[src/rtl/fifo_rd_stream_if.sv]
// Valid/ready output stream carrying framed FIFO words (data plus end-of-packet flag).
interface fifo_rd_stream_if #(
    parameter int DATA_WIDTH = 8
);
    logic [DATA_WIDTH-1:0] m_data;
    logic                  m_valid;
    logic                  m_last;
    logic                  m_ready;

    modport master (
        output m_data,
        output m_valid,
        output m_last,
        input  m_ready
    );

    modport slave (
        input  m_data,
        input  m_valid,
        input  m_last,
        output m_ready
    );
endinterface

[src/rtl/fifo_rd_stream.sv]
// Drains a show-ahead FIFO into a valid/ready stream through a 2-entry skid buffer, 1-cycle pop-to-output.
// Downstream stalls only block pops once both entries are full; the pop strobe never depends on m_ready.
module fifo_rd_stream #(
    parameter int DATA_WIDTH = 8,
    parameter int PKT_LEN    = 4,
    parameter int CNT_WIDTH  = 16
) (
    input  logic                  rd_clk,
    input  logic                  rd_rst,
    input  logic                  enable,
    input  logic                  fifo_empty,
    input  logic [DATA_WIDTH-1:0] fifo_rd_data,
    output logic                  fifo_rd_en,
    fifo_rd_stream_if.master      m,
    output logic [CNT_WIDTH-1:0]  rd_count
);
    localparam int BW = (PKT_LEN > 1) ? $clog2(PKT_LEN) : 1;

    typedef enum logic [1:0] {
        EMPTY = 2'd0,
        ONE   = 2'd1,
        FULL  = 2'd2
    } occ_t;

    occ_t                  occ;
    occ_t                  occ_nxt;
    logic [DATA_WIDTH-1:0] data0;
    logic [DATA_WIDTH-1:0] data1;
    logic                  last0;
    logic                  last1;
    logic [BW-1:0]         beat_cnt;
    logic                  push;
    logic                  pop;
    logic                  push_last;

    assign push_last = (beat_cnt == BW'(PKT_LEN - 1));

    always_comb begin
        push    = 1'b0;
        pop     = 1'b0;
        occ_nxt = occ;
        push    = ~rd_rst & enable & ~fifo_empty & (occ != FULL);
        pop     = (occ != EMPTY) & m.m_ready;
        case (occ)
            EMPTY:   if (push) occ_nxt = ONE;
            ONE:     if (push & ~pop) occ_nxt = FULL;
                     else if (pop & ~push) occ_nxt = EMPTY;
            FULL:    if (pop) occ_nxt = ONE;
            default: occ_nxt = EMPTY;
        endcase
    end

    always_ff @(posedge rd_clk) begin
        if (rd_rst) begin
            occ <= EMPTY;
        end else begin
            occ <= occ_nxt;
        end
    end

    // Entry 0 is always the head; entry 1 only holds the second word while FULL.
    always_ff @(posedge rd_clk) begin
        if (rd_rst) begin
            data0    <= '0;
            data1    <= '0;
            last0    <= 1'b0;
            last1    <= 1'b0;
            beat_cnt <= '0;
            rd_count <= '0;
        end else begin
            case (occ)
                EMPTY: begin
                    if (push) begin
                        data0 <= fifo_rd_data;
                        last0 <= push_last;
                    end
                end
                ONE: begin
                    if (push & pop) begin
                        data0 <= fifo_rd_data;
                        last0 <= push_last;
                    end else if (push) begin
                        data1 <= fifo_rd_data;
                        last1 <= push_last;
                    end
                end
                FULL: begin
                    if (pop) begin
                        data0 <= data1;
                        last0 <= last1;
                    end
                end
                default: ;
            endcase
            if (push) begin
                beat_cnt <= push_last ? '0 : beat_cnt + BW'(1);
            end
            if (pop) begin
                rd_count <= rd_count + CNT_WIDTH'(1);
            end
        end
    end

    assign fifo_rd_en = push;
    assign m.m_valid  = (occ != EMPTY);
    assign m.m_data   = data0;
    assign m.m_last   = last0;
endmodule

[src/flat_wrapper.sv]
// flat-port wrapper written by rule: the top's interface ports become plain ports
module fifo_rd_stream_flat 
#(
    parameter int DATA_WIDTH = 8,
    parameter int PKT_LEN    = 4,
    parameter int CNT_WIDTH  = 16
)
  (rd_clk, rd_rst, enable, fifo_empty, fifo_rd_data, fifo_rd_en, rd_count, m_m_data, m_m_valid, m_m_last, m_m_ready);
  fifo_rd_stream_if #(.DATA_WIDTH(DATA_WIDTH)) m_i ();
  input  logic rd_clk;
  input  logic rd_rst;
  input  logic enable;
  input  logic fifo_empty;
  input  logic [DATA_WIDTH-1:0] fifo_rd_data;
  output logic fifo_rd_en;
  output logic [CNT_WIDTH-1:0] rd_count;
  output wire logic [$bits(m_i.m_data)-1:0] m_m_data;
  output wire logic [$bits(m_i.m_valid)-1:0] m_m_valid;
  output wire logic [$bits(m_i.m_last)-1:0] m_m_last;
  input wire logic [$bits(m_i.m_ready)-1:0] m_m_ready;
  assign m_m_data = m_i.m_data;
  assign m_m_valid = m_i.m_valid;
  assign m_m_last = m_i.m_last;
  assign m_i.m_ready = m_m_ready;
  fifo_rd_stream #(.DATA_WIDTH(DATA_WIDTH), .PKT_LEN(PKT_LEN), .CNT_WIDTH(CNT_WIDTH)) u_core (.rd_clk(rd_clk), .rd_rst(rd_rst), .enable(enable), .fifo_empty(fifo_empty), .fifo_rd_data(fifo_rd_data), .fifo_rd_en(fifo_rd_en), .m(m_i), .rd_count(rd_count));
endmodule
[config.mk]
export PLATFORM = sky130hd
export DESIGN_NAME = fifo_rd_stream_flat
export DESIGN_NICKNAME = d
export VERILOG_FILES = /design/src/rtl/fifo_rd_stream_if.sv /design/src/rtl/fifo_rd_stream.sv /design/src/flat_wrapper.sv
export SDC_FILE = /design/constraint.sdc
export NUM_CORES = 1
export LEC_CHECK = 0
export ABC_AREA = 1
export CAP_MARGIN = 25
export CELL_PAD_IN_SITES_DETAIL_PLACEMENT = 1
export CELL_PAD_IN_SITES_GLOBAL_PLACEMENT = 2
export CORE_MARGIN = 5
export CORE_UTILIZATION = 27
export DETAILED_ROUTE_END_ITERATION = 8
export GPL_ROUTABILITY_DRIVEN = 0
export PLACE_DENSITY_LB_ADDON = 0.05
export SKIP_CTS_REPAIR_TIMING = 1
export SKIP_LAST_GASP = 1
export SYNTH_ARGS = -nofsm -noshare
export SYNTH_HDL_FRONTEND = slang
export SYNTH_SLANG_ARGS = --single-unit
[constraint.sdc]
create_clock -name rd_clk -period 1.8 [get_ports rd_clk]
set_clock_uncertainty 0.15 [all_clocks]
set_input_delay 0.18 -clock rd_clk [delete_from_list [all_inputs] [get_ports rd_clk]]
set_output_delay 0.18 -clock rd_clk [all_outputs]
set_load 0.02 [all_outputs]
Word level (Yosys, flattened, before mapping). Cells that the tools add are included.

Multipliers: 0. $add $sub $neg: 2. Eq/ne operators: 8. Reductions and logical operators: 6. Muxes and demuxes: 14. Shift-type cells: 0. $lt $le $gt $ge: 0. Div/mod/pow operators: 0. Bitwise gates (word level): 12.

Operators by type and width (count): 8-bit two-way mux (3); 8-bit one-hot mux with 3 select lines (1); 16-bit by 1-bit adder with 16-bit output, second input constant (1); 2-bit two-way mux (5); 1-bit bitwise AND (7); 2-bit by 1-bit != test with 1-bit output, second input constant (3); 2-bit one-hot mux with 3 select lines (1); 3-bit AND reduction (2); 1-bit inverter (5); 2-bit equality test, second input constant (2); 4-bit AND reduction (1); 1-bit two-way mux (3); 3-bit by 1-bit != test with 1-bit output, second input constant (1); 1-bit one-hot mux with 3 select lines (1); 3-bit nonzero test (1); 2-bit by 1-bit adder with 2-bit output, second input constant (1); 2-bit by 1-bit equality test with 1-bit output, second input constant (1); 2-bit logical NOT (1); 2-bit != test, second input constant (1); 2-bit nonzero test (1).

Memories: 0. Latch bits: 0. Register bits: 38. Logic and storage cells: 49. Output and inout port bits: 27. Input port bits: 13. Memory bits (read-only): 0. Memory bits (writable): 0.

Longest topological paths before layout.
Word-level depth: 9. Depth in mapped cells: 9. Gate-level depth less buffers: 9.

Worst setup path before layout. OpenSTA, ideal clock, no wires.

Path type: flip-flop to flip-flop. Start: register u_core.rd_count[1]. End: register u_core.rd_count[8]. Period minus slack after synthesis: 1563 ps. Setup slack: 237 ps. Stages on the path, launching flop included: 8. Library setup time: 115 ps. Buffers on the path: 0. Data arrival time: 1298 ps. Cell sequence: dfxtp_1 -> ha_1 -> nand3_1 -> nor2_4 -> inv_2 -> nor2_1 -> a21oi_1 -> o21a_1.

Word-level cells in the longest chain between the ends: 1.

RTL lines: from (decl) (RTL line fifo_rd_stream.sv:15) `output logic [CNT_WIDTH-1:0] rd_count`; from (signal assigned) (RTL line fifo_rd_stream.sv:99) `rd_count <= rd_count + CNT_WIDTH'(1);`; 16-bit by 1-bit adder with 16-bit output (RTL line fifo_rd_stream.sv:99).

Every way passes these cells. A chain may end at the register's enable or synchronous reset.

Worst setup path after layout.
Start: register u_core.rd_count[10]. End: output rd_count[10].

RTL lines: to (decl) (RTL line flat_wrapper.sv:16) `output logic [CNT_WIDTH-1:0] rd_count;`.

No word-level cell between the ends.

==> flow_summary.toml <==
[outcome]
outcome = "completed"

[finish]
num_antenna_cells = 0
syn_to_final_growth_pct = 35.0
nNetsFinal = 319
design_area_sq_mm = 0.00247
drive_above_1_share = 0.141

[synthesis]
syn-instance-count = 253
synthAdderAreaFrac = 0.0137
synth_area_sq_mm = 0.00183
synth-compound-area-share = 0.185
synthSimpleGateAreaFrac = 0.292
syn_avg_cell_area_sq_um = 7.24
synthMuxAreaShare = 0
synth_top_family_by_area = "simple AND/OR/NAND/NOR gates"
yosysWarningCount = 0
synth_fp_nets = 268
synth_cell_type_count = 28
ys_seq_area_frac = 0.416
synth-xor-area-share = 0.00478
ys_ff_latch = 38

[cts]
cts_buffers = 5
cts_tree = "yes"
clock-sinks = 38
clock-root-buffer = "clkbuf_8"
clockBufferDepth = 2
cts.clk_slew.worst_paths_ps = 70
cts_max_level = 2
insertion_delay_ps = 290

[worst_hold_path]
holdCritStartpoint = "u_core.data1[4]$_SDFFE_PP0P_"
min_path_cells = 2
whs_endpoint = "u_core.data1[4]$_SDFFE_PP0P_"
worstHoldPathType = "reg -> reg"

[pwr]
intPower_uw = 1260
p_switching_uw = 434
pwr-share-seq = 0.512
power.leakage_uw = 0.000948
clkPwrFrac = 0.361
irDropWorstVdd_mv = 0.246
p_comb_frac = 0.127
swShare = 0.256
p_per_area_mw_per_mm2 = 687

[setup_path]
crit_slowest_cell = "clkdlybuf4s50_1"
reg2reg_to = "u_core.rd_count[8]$_SDFFE_PP0P_"
critPathCaptureType = "primary output"
path_delay_family = "buffers and inverters"
worstPathArrival_ps = 1370
r2r_slack_ps = 190
timing.rr.start = "u_core.rd_count[0]$_SDFFE_PP0P_"
critPathLaunchType = "register"
critPathMaxStageDelay_ps = 640
crit_type = "reg -> out"
worstPathRequired_ps = 1470
cp_num_buf_inv = 1
crit_path_max_fanout = 5
r2r_cells = 7
path_cells = "clkdlybuf4s50_1"

[grt]
grt_usage = 0.126
grt_pass1_vias = 1744
antenna_found_initial = 0
grt_max_degree = 24
overflow = 0
grt_pass1_wl_mm = 8.53

[timing]
fin_crit_ps = 1700
fmax_mhz = 589
fin_ws_ps = 103
finalCritPeriodShare = 0.943
rsz0062_at_grt = "no"
relSlewSlack = 0.740
finalSetupViolCount = 0
final.setup.tns_ps = 0
drv_slew = 0
worstMarginPinSlew_ps = 389
finalHoldViolCount = 0

[routing]
drt_wl_total_mm = 4.97
vias_per_cell = 4.49
initialDrtViolationCount = 25
ant_nets = 0
vias = 1730
drt_pass1_iterations = 4
drc = 0
wl_per_cell_um = 12.9

[floorplan]
initial_core_util = 0.274
core_sq_mm = 0.00668
dieWidth_um = 92.3
dieHeight_um = 92.3
dieArea_sq_mm = 0.00853
io_pins = 40
fp-row-count = 30

[placed_design]
place_ws_ps = -143
detailed_place_hpwl_mm = 3.76
io_buffer_count = 39
postPlaceCellArea_sq_mm = 0.00237

[run]
maxCapViolations = 0
==> synthesized netlist by cell type <==
cell type	n	area, sq um
nor2_1	25	93.8
inv_2	5	18.8
o21ai_2	1	8.76
a21oi_1	24	120
buf_6	1	11.3
nand2_4	4	45.0
nand2_1	52	195
o21ai_0	14	70.1
nor2_4	3	33.8
o21a_1	1	7.51
nor2_8	1	20.0
nor3b_2	1	12.5
o21ai_1	16	80.1
nand2_2	4	25.0
nor3_1	2	10.0
clkbuf_1	4	15.0
clkinv_1	1	3.75
nand3_1	15	75.1
o211a_1	1	10.0
nand4_1	1	6.26
a31oi_1	1	6.26
dfxtp_1	38	761
buf_2	2	10.0
nand3_4	1	17.5
inv_1	28	105
ha_1	2	25.0
a21oi_2	4	35.0
xor2_1	1	8.76
==> cell families (layout without fill, tap and decap cells) <==
kind of cell               Yosys count  in the layout
and+or+nand+nor                    109            109
DFF                                 38             38
xor gates and xnor gates             1              1
adders and majority gates            2              2
AOI/OAI and AO/OA                   62             62
buffers and inverters               41             93
==> state kept, by name (all words and copies together), names as in the netlist <==
name,cells
u_core.beat_cnt,2
u_core.data1,8
u_core.last1,1
u_core.m.m_data,8
u_core.m.m_last,1
u_core.occ,2
u_core.rd_count,16
==> power groups by stage <==
stage	Sequential, uW	Clock [uW]	Combinational (uW)
floorplan	901	0	107
global placement	891	0	219
detailed placement	890	0	220
CTS	871	643	222
global route	873	683	242
finish	870	613	215
==> worst max path at each step <==
stage	start	to	slack (ps)	cells past startpoint
floorplan	u_core.rd_count[1]$_SDFFE_PP0P_	u_core.rd_count[8]$_SDFFE_PP0P_	240	7
global placement	enable	fifo_rd_en	-140	6
detailed placement	enable	fifo_rd_en	-140	6
CTS	enable	fifo_rd_en	-140	6
global route	u_core.rd_count[10]$_SDFFE_PP0P_	rd_count[10]	40	1
finish	u_core.rd_count[10]$_SDFFE_PP0P_	rd_count[10]	100	1
==> through the flow <==
step | hold slack [ps] | std cells | total power [uW] | utilization
floorplan | 186 | 253 | 1010 | -
global placement | 287 | 377 | 1110 | 0.355
detailed placement | 297 | 377 | 1110 | 0.355
CTS | 308 | 385 | 1740 | 0.369
global route | 327 | 385 | 1800 | 0.370
finish | 305 | 385 | 1700 | 0.370
==> placed cells by master, fill, tap and decap left out, drive strengths merged <==
cell           instances
o21ai                 31
ha                     2
clkdlybuf4s50         37
nor3                   2
nand3                 16
a21oi                 28
dfxtp                 38
o211a                  1
clkinv                 2
inv                   33
nor3b                  1
buf                   12
a31oi                  1
o21a                   1
nand2                 60
nand4                  1
dlymetal6s2s           2
xor2                   1
clkbuf                 7
nor2                  29
==> layout make-up <==
type | instances | area (sq um)
timing repair buffer | 51 | 485
tap | 80 | 100
sequential | 38 | 761
fill | 855 | 4210
clock inverter | 1 | 5.00
clock buffer | 7 | 86.3
multi-input combinational | 174 | 906
inverter | 34 | 128
==> per-layer routing <==
metal / part of all wire / vias to the layer above / track usage
met1: 0.48 / 785 / 0.155
li1: - / 911 / -
met4: 0.014 / 0 / 0.0446
met2: 0.47 / 28 / 0.210
met3: 0.038 / 6 / 0.0366
met5: 0 / - / 0
Power figures use the tool's default switching activity.
